`src/rtl/seg_pkg.sv`:
```
// Shared types, default constants and saturation helpers for the
// inertial front end and the balance controller.
package seg_pkg;

  typedef enum logic {CAL, RUN} fusion_state_t;

  localparam logic signed [15:0] AZ_OFFSET_DEF   = 16'sh00A0;
  localparam int                 ACC_SCALE_DEF   = 327;
  localparam int                 FUSION_GAIN_DEF = 1024;

  // Clamp a 17-bit signed intermediate into the 16-bit signed range.
  function automatic logic signed [15:0] sat16(input logic signed [16:0] v);
    if (v[16] != v[15]) return v[16] ? 16'sh8000 : 16'sh7FFF;
    return v[15:0];
  endfunction

  function automatic logic signed [26:0] sat27(input logic signed [27:0] v);
    if (v[27] != v[26]) return v[27] ? {1'b1, 26'd0} : {1'b0, {26{1'b1}}};
    return v[26:0];
  endfunction

endpackage

```
`src/rtl/gyro_offset_cal.sv`:
```
// Gyro zero-rate calibration: averages 2^CAL_LOG2 raw samples into an offset.
// The offset survives clr so the pipeline keeps a usable value until the next average lands.
module gyro_offset_cal #(
  parameter int CAL_LOG2 = 4
) (
  input  logic               clk,
  input  logic               rst_n,
  input  logic               smpl_vld,
  input  logic signed [15:0] ptch_rt_raw,
  input  logic               clr,
  output logic signed [15:0] offset,
  output logic               done
);

  localparam int AW = 16 + CAL_LOG2;

  logic signed [AW-1:0]  acc;
  logic signed [AW-1:0]  acc_sum;
  logic [CAL_LOG2-1:0]   cnt;

  assign acc_sum = acc + $signed({{CAL_LOG2{ptch_rt_raw[15]}}, ptch_rt_raw});

  // Done is combinational so the FSM can leave CAL on the edge that takes the last sample.
  assign done = smpl_vld & ~clr & (cnt == {CAL_LOG2{1'b1}});

  always_ff @(posedge clk or negedge rst_n) begin
    if (!rst_n) begin
      acc    <= '0;
      cnt    <= '0;
      offset <= '0;
    end else if (clr) begin
      acc <= '0;
      cnt <= '0;
    end else if (smpl_vld) begin
      if (done) begin
        acc    <= '0;
        cnt    <= '0;
        offset <= acc_sum[CAL_LOG2 +: 16];
      end else begin
        acc <= acc_sum;
        cnt <= cnt + 1'b1;
      end
    end
  end

endmodule

```
`src/rtl/ptch_fusion.sv`:
```
// Inertial front end: gyro offset calibration, then a 3-stage complementary
// filter fusing gyro rate and accelerometer pitch for the balance controller.
module ptch_fusion
  import seg_pkg::*;
#(
  parameter int                 CAL_LOG2    = 4,
  parameter int                 FUSION_GAIN = FUSION_GAIN_DEF,
  parameter logic signed [15:0] AZ_OFFSET   = AZ_OFFSET_DEF,
  parameter int                 ACC_SCALE   = ACC_SCALE_DEF
) (
  input  logic               clk,
  input  logic               rst_n,
  input  logic               smpl_vld,
  input  logic signed [15:0] ptch_rt_raw,
  input  logic signed [15:0] AZ,
  input  logic               recal,
  output logic signed [15:0] ptch,
  output logic signed [15:0] ptch_rt,
  output logic               vld,
  output logic               cal_done
);

  fusion_state_t state, state_nxt;

  logic               cal_vld;
  logic               cal_last;
  logic               run_smpl;
  logic signed [15:0] gyro_offset;

  logic signed [16:0] rt_diff;
  logic signed [16:0] az_diff;
  logic               s1_vld;
  logic signed [15:0] rt_c1;
  logic signed [15:0] az_c1;

  logic signed [25:0] acc_prod;
  logic               s2_vld;
  logic signed [15:0] rt_c2;
  logic signed [15:0] ptch_acc2;

  logic signed [27:0] corr;
  logic signed [27:0] int_sum;
  logic signed [26:0] int_next;
  logic signed [26:0] ptch_int;

  assign cal_vld  = smpl_vld & (state == CAL);
  assign run_smpl = smpl_vld & (state == RUN) & ~recal;
  assign cal_done = (state == RUN);

  gyro_offset_cal #(.CAL_LOG2(CAL_LOG2)) u_cal (
    .clk        (clk),
    .rst_n      (rst_n),
    .smpl_vld   (cal_vld),
    .ptch_rt_raw(ptch_rt_raw),
    .clr        (recal),
    .offset     (gyro_offset),
    .done       (cal_last)
  );

  always_ff @(posedge clk or negedge rst_n) begin
    if (!rst_n) state <= CAL;
    else        state <= state_nxt;
  end

  always_comb begin
    state_nxt = state;
    case (state)
      CAL:     if (cal_last) state_nxt = RUN;
      RUN:     state_nxt = RUN;
      default: state_nxt = CAL;
    endcase
    if (recal) state_nxt = CAL;
  end

  // S1: offset and zero compensation at 17 bits, then clamp.
  assign rt_diff = $signed({ptch_rt_raw[15], ptch_rt_raw}) - $signed({gyro_offset[15], gyro_offset});
  assign az_diff = $signed({AZ[15], AZ}) - $signed({AZ_OFFSET[15], AZ_OFFSET});

  always_ff @(posedge clk or negedge rst_n) begin
    if (!rst_n) begin
      s1_vld <= 1'b0;
      rt_c1  <= '0;
      az_c1  <= '0;
    end else begin
      s1_vld <= run_smpl;
      if (run_smpl) begin
        rt_c1 <= sat16(rt_diff);
        az_c1 <= sat16(az_diff);
      end
    end
  end

  // S2: accel-derived pitch estimate.
  assign acc_prod = 26'(az_c1) * 26'(ACC_SCALE);

  always_ff @(posedge clk or negedge rst_n) begin
    if (!rst_n) begin
      s2_vld    <= 1'b0;
      rt_c2     <= '0;
      ptch_acc2 <= '0;
    end else begin
      s2_vld <= s1_vld & ~recal;
      if (s1_vld) begin
        rt_c2     <= rt_c1;
        ptch_acc2 <= 16'(acc_prod >>> 13);
      end
    end
  end

  // S3: the accel estimate nudges the integrator towards itself by a fixed step.
  always_comb begin
    corr = '0;
    if (ptch_acc2 > ptch)      corr = 28'(FUSION_GAIN);
    else if (ptch_acc2 < ptch) corr = -28'(FUSION_GAIN);
  end

  assign int_sum  = 28'(ptch_int) - 28'(rt_c2) + corr;
  assign int_next = sat27(int_sum);

  always_ff @(posedge clk or negedge rst_n) begin
    if (!rst_n) begin
      ptch_int <= '0;
      ptch     <= '0;
      ptch_rt  <= '0;
      vld      <= 1'b0;
    end else if (recal) begin
      ptch_int <= '0;
      ptch     <= '0;
      ptch_rt  <= '0;
      vld      <= 1'b0;
    end else begin
      vld <= s2_vld;
      if (s2_vld) begin
        ptch_int <= int_next;
        ptch     <= int_next[26:11];
        ptch_rt  <= rt_c2;
      end
    end
  end

endmodule

```
`config.mk`:
```
export PLATFORM = sky130hd
export DESIGN_NAME = ptch_fusion
export DESIGN_NICKNAME = d
export VERILOG_FILES = /design/src/rtl/seg_pkg.sv /design/src/rtl/gyro_offset_cal.sv /design/src/rtl/ptch_fusion.sv
export SDC_FILE = /design/constraint.sdc
export NUM_CORES = 1
export LEC_CHECK = 0
export CAP_MARGIN = 20
export CORE_MARGIN = 4
export CORE_UTILIZATION = 60
export CTS_CLUSTER_DIAMETER = 150
export DETAILED_ROUTE_END_ITERATION = 8
export GPL_TIMING_DRIVEN = 1
export HOLD_SLACK_MARGIN = 0.15
export PLACE_DENSITY_LB_ADDON = 0.15
export SLEW_MARGIN = 0
export SYNTH_ARGS = -nofsm -noshare
export SYNTH_HDL_FRONTEND = slang
export SYNTH_SLANG_ARGS = --single-unit
```
`constraint.sdc`:
```
create_clock -name clk -period 6.9 [get_ports clk]
set_input_delay 0.69 -clock clk [delete_from_list [all_inputs] [get_ports clk]]
set_output_delay 0.69 -clock clk [all_outputs]
set_load 0.03 [all_outputs]
```
### Word-level counts from Yosys, hierarchy flattened

Cells that the tools add are included.
W data, S select, Z words.

| word-level totals | value |
|---|---|
| bits in registers | 164 |
| bits of input ports | 36 |
| output and inout port bits | 34 |
| word-level logic and storage cells | 70 |

| operators by class | value |
|---|---|
| $add $sub $neg | 6 |
| $mul | 1 |
| order comparisons | 2 |
| eq/ne operators | 4 |
| muxes and demuxes | 32 |
| bitwise operators | 8 |
| reductions and logical operators | 3 |

Operator list:

| kind | number |
|---|---|
| $mux W16 | 10 |
| $mux W27 | 5 |
| $mux W20 | 3 |
| $mux W28 | 2 |
| $add A28 B28 Y28 | 1 |
| $sub A27 B16 Y28 | 1 |
| $mul A16 B10 Y26 const B | 1 |
| $add A20 B16 Y20 | 1 |
| $sub A16 B16 Y17 | 1 |
| $sub A16 B9 Y17 const B | 1 |
| $gt A13 B16 Y1 | 1 |
| $lt A13 B16 Y1 | 1 |
| $mux W4 | 3 |
| $mux W1 | 8 |
| $and A1 B1 Y1 | 6 |
| $add A4 B1 Y4 const B | 1 |
| $eq A4 B4 Y1 const B | 1 |
| $reduce_bool A2 Y1 | 2 |
| $ne A1 B1 Y1 | 3 |
| $reduce_and A3 Y1 | 1 |
| $not A1 Y1 | 2 |
| $pmux W1 S2 | 1 |

### Longest topological paths before layout

| depth | value |
|---|---|
| depth in word-level cells | 9 |
| depth in mapped cells | 24 |
| depth with buffers taken out | 23 |

### Hierarchy

A second synthesis with hierarchy kept.

| second synthesis, totals | value |
|---|---|
| cells, all modules | 1,392 |
| area total of the unflattened synthesis | 13,180.1 µm² |

By module, submodules not included:

| module | times used | cells each | area an instance (µm²) | seq. area each (µm²) |
|---|---|---|---|---|
| ptch_fusion | 1 | 1,146 | 10,637.7 | 2,702.6 |
| gyro_offset_cal | 1 | 246 | 2,542.4 | 1,001.0 |

### Worst setup path before layout

OpenSTA, ideal clock, no wires.

| timing path | value |
|---|---|
| kind | reg-to-reg |
| from | reg ptch[1] |
| to | reg ptch_int[6] |
| setup time | 127 ps |
| data arrival time | 5,891 ps |
| data required time | 6,773 ps |
| path slack | 882 ps |
| cell stages (with the launch flop) | 25 |
| path buffers | 1 |
| path through | dfrtp_1 inv_1 ha_1 nor2b_1 o21a_1 o21a_1 o21a_1 o21a_1 o21a_1 o211ai_1 a21oi_1 a31oi_1 fa_1 inv_1 ha_1 a21o_1 a21o_1 a221o_1 a31oi_4 o21a_4 o21ai_4 xnor3_2 o21ai_4 buf_12 o211ai_2 |

| between the ends | value |
|---|---|
| word-level cells in the longest chain between the ends | 9 |
| elaborated cells on any way between the ends | 12 |

Ends and longest elaborated chain:

| what | line | source |
|---|---|---|
| start: declaration | ptch_fusion.sv:17 | `output logic signed [15:0] ptch,` |
| start signal: assignment | ptch_fusion.sv:135 | `ptch <= int_next[26:11];` |
| $lt A13 B16 Y1 | ptch_fusion.sv:114 | `else if (ptch_acc2 < ptch) corr = -28'(FUSION_GAIN);` |
| $mux W28 | ptch_fusion.sv:114 |  |
| $mux W28 (*) | ptch_fusion.sv:113 | `if (ptch_acc2 > ptch) corr = 28'(FUSION_GAIN);` |
| $add A28 B28 Y28 (*) | ptch_fusion.sv:117 | `assign int_sum = 28'(ptch_int) - 28'(rt_c2) + corr;` |
| $mux W27 or $ne A1 B1 Y1 (tied branches) | seg_pkg.sv:18 | `if (v[27] != v[26]) return v[27] ? {1'b1, 26'd0} : {1'b0, {26{1'b1}}};` |
| $mux W27 or $mux W1 (tied branches) | seg_pkg.sv:18 |  |
| $mux W27 (*) | seg_pkg.sv:19 | `return v[26:0];` |
| $mux W27 (*) | ptch_fusion.sv:133 | `if (s2_vld) begin` |
| $mux W27 (*) | ptch_fusion.sv:126 | `end else if (recal) begin` |
| end signal: assignment | ptch_fusion.sv:134 | `ptch_int <= int_next;` |
| end: declaration | ptch_fusion.sv:44 | `logic signed [26:0] ptch_int;` |

Every way passes the cells marked *; elsewhere a longest branch is shown, timed or not. The select of a mux whose other input is x is not followed.
A chain may end at the register's enable or synchronous reset.

### Final worst setup path

Ends and elaborated chain as after synthesis.

==> flow_summary_export.csv <==
group,metric,value,unit
outcome,status,"complete, no violations",
setup_path,crit_slowest_cell,"o21ai_4",
timing,drv_slew,0,
synth,yosysTopAreaCell,"dfrtp_1",
floorplanning,core.rowCount,53,
global_route,grt_overflow,0,
timing,post-route-min-period,6.02,ns
place,placed_area,13700,µm²
hold_path,hold_path.class,"in2async",
place,place_hpwl,20.2,mm
global_route,grtUsageMet3,0.0355,
setup_path,cp-end-kind,"flop",
pwr,p_leak,7.08,nW
synth,netlist_top_cells_count,"inv_1 (172), ha_1 (169), dfrtp_1 (148)",
job,maxCapViolCount,0,
setup_path,critPathLaunchType,"flop",
setup_path,crit_type,"reg2reg",
finish,final_nets,1626,
timing,finalSetupViolations,0,
setup_path,max_stage_delay,0.70,ns
place,globalplace.congestion,0.890,
route,vias_per_cell,5.67,
cts,clkTransAtPathRegs,0.07,ns
synth,synth_mux_area_frac,0.0370,
timing,setup_tns,0,ns
setup_path,crit_fanout,22,
route,wirelength,26.2,mm
cts,cts.htree.levels,4,
global_route,antenna_found_initial,0,
global_route,grt_pass1_wl,45.2,mm
cts,cts.path.max_buffers,2,
synth,yosysWarnings,0,
timing,fin_skew,0.0223,ns
finish,synthToLayoutAreaGrowth,10.8,%
global_route,grtUsageMet1,0.323,
finish,drive_above_1_share,0.0889,
timing,tightest_slew,0.948,ns
floorplanning,ios,70,
floorplanning,chipHeight,154,µm
cts,cts_tree,"built",
route,dr.first_iter.drc_count,393,
setup_path,required,7.18,ns
global_route,grt_max_degree,77,
timing,hold_viol,0,
cts,cts_num_sinks,148,
floorplanning,die_w,154,µm
synth,ys_types,76,
synth,yosysMostFrequentCell,"inv_1",
timing,grt_setup_unrepaired,"false",
synth,ys.flop_type,"dfrtp_1",
synth,async_reset_ff_frac,1.00,
pwr,peakVddDrop,0.000341,V
route,wire_per_inst,15.9,µm
global_route,met2_usage,0.375,
cts,cts.repair.resized,0,
floorplanning,die_area,23800,µm²
floorplanning,core_area,21000,µm²
floorplanning,start_util,0.612,
synth,syn_area_per_cell,9.80,µm²
global_route,grt_pass1_vias,9314,
cts,clk_latency,0.44,ns
setup_path,cp_cell_sequence,"inv_1, ha_1, nor2b_1, o21a_1, o21a_1, o21a_1, o21a_1, o21a_1, o211ai_1, a21oi_1, a31oi_2, fa_1, inv_1, ha_1, a21o_1, a21o_1, a221oi_2, a31oi_4, a21oi_2, nand2_2, mux2i_4, o21ai_4, o211ai_2",
place,io_buffers,69,
timing,fin_crit_sh,0.872,
synth,synth_edf_count,0,
synth,netlist_area,12900,µm²
synth,seq_area_frac_synth,0.288,
route,num_vias,9345,
setup_path,cp.arrival,6.30,ns
finish,antenna_cells,0,
timing,max_freq,166,MHz
synth,synth.area.top_cells,"dfrtp_1 (29%), ha_1 (16%), fa_1 (9.7%)",
synth,synth_seq_cells,148,
global_route,grt_use_total,0.228,
route,first_pass_iters,4,
synth,synth_fa_ha_area_frac,0.263,
synth,syn_nets,1579,
global_route,grt-busiest-layer,"met2",
synth,synth_top_area_frac,0.288,
setup_path,path_common_cell,"o21a_1",
synth,synthXorXnorAreaFrac,0.0528,
cts,root_buffer,"clkbuf_16",
synth,synth_compound_area_frac,0.190,
cts,tritoncts.num_buffers,17,
route,ant_nets,0,
finish,fin_area,14300,µm²
timing,slew_headroom,0.368,
cts,cts_hold_buf,0,
route,drc,0,
synth,synth-simple-area-share,0.0958,
synth,synth_cells,1312,
synth,synth_top_family_by_area,"adder cells",
cts,post_cts_buffers,0,
pwr,powerDensity,366,nW/µm²
timing,holdWs,0.266,ns
placed cells by master, fill, tap and decap left out, drive strengths merged, types with 12 or more instances in the layout:
master / n
a211oi: 18
a21oi: 72
clkbuf: 18
o21ai: 73
xor2: 33
ha: 169
clkdlybuf4s50: 68
mux2i: 20
mux2: 23
nand3: 17
o21a: 12
o211ai: 29
nor2: 55
fa: 62
dfrtp: 148
inv: 179
xnor2: 41
nand2: 97
nor2b: 17
a21o: 38
a22o: 33
cell families after synthesis:
family	after synthesis
AO/OA/AOI/OAI	332
XOR/XNOR	75
adder cells (fa/ha/maj)	233
buffers and inverters	222
flip-flops	148
multiplexers	43
AND/OR/NAND/NOR	259
power by group:
part / switching (mW) / internal [mW] / total [mW]
sequential: 0.0489 / 0.927 / 0.976
combinational: 1.92 / 1.41 / 3.33
clock: 0.420 / 0.487 / 0.907
sequential cells by signal, summed over array words and instances, names as in the netlist, 11 cells and up:
register      cells
ptch_acc2        13
az_c1            16
u_cal.offset     16
rt_c1            16
rt_c2            16
u_cal.acc        20
ptch             16
ptch_rt          16
ptch_int         11
layer usage:
metal / part of all wire / vias to the layer above
met5: 0 / -
met1: 0.48 / 4482
met3: 0.040 / 20
met4: 0.0088 / 0
met2: 0.47 / 182
li1: - / 4661
final cells by class:
class                      instances  area [µm²]
sequential                       148        3700
clock inverter                    14         139
timing repair buffer              78         759
clock buffer                      18         439
fill                            1618        6770
tap                              275         344
multi-input combinational        942        8230
inverter                         172         646
worst paths after layout:
check | endpoint | start | slack [ns] | depth (start not counted)
worst max-delay path | ptch_int[6] | ptch[1] | 0.88 | 23
worst min register to register | rt_c1[15] | rt_c1[15] | 0.49 | 2
worst min-delay path | ptch[11] | rst_n | 0.27 | 1
worst max register to register | ptch_int[6] | ptch[1] | 0.88 | 23
max in group asynchronous | u_cal.acc[17] | rst_n | 5.23 | 2
min in group clk | rt_c1[15] | rt_c1[15] | 0.49 | 2
stage by stage:
| stage | utilization | worst slack [ns] | cells | power [mW] |
|---|---|---|---|---|
| floorplan | - | 0.882 | 1312 | 3.61 |
| global placement | 0.651 | 0.957 | 1615 | 4.21 |
| detailed placement | 0.651 | 0.823 | 1615 | 4.28 |
| CTS | 0.678 | 0.819 | 1647 | 5.22 |
| global route | 0.678 | 0.480 | 1647 | 5.66 |
| finish | 0.678 | 0.880 | 1647 | 5.21 |
worst max-delay path, delay by kind of cell, from the launching register on:
family,cells,cell delay [ns]
mux,1,0.23
simple gates,2,0.23
buf+inv,2,0.20
fa+ha+maj,3,1.08
compound gates,15,3.72
flops,1,0.40
Power figures use the tool's default switching activity.
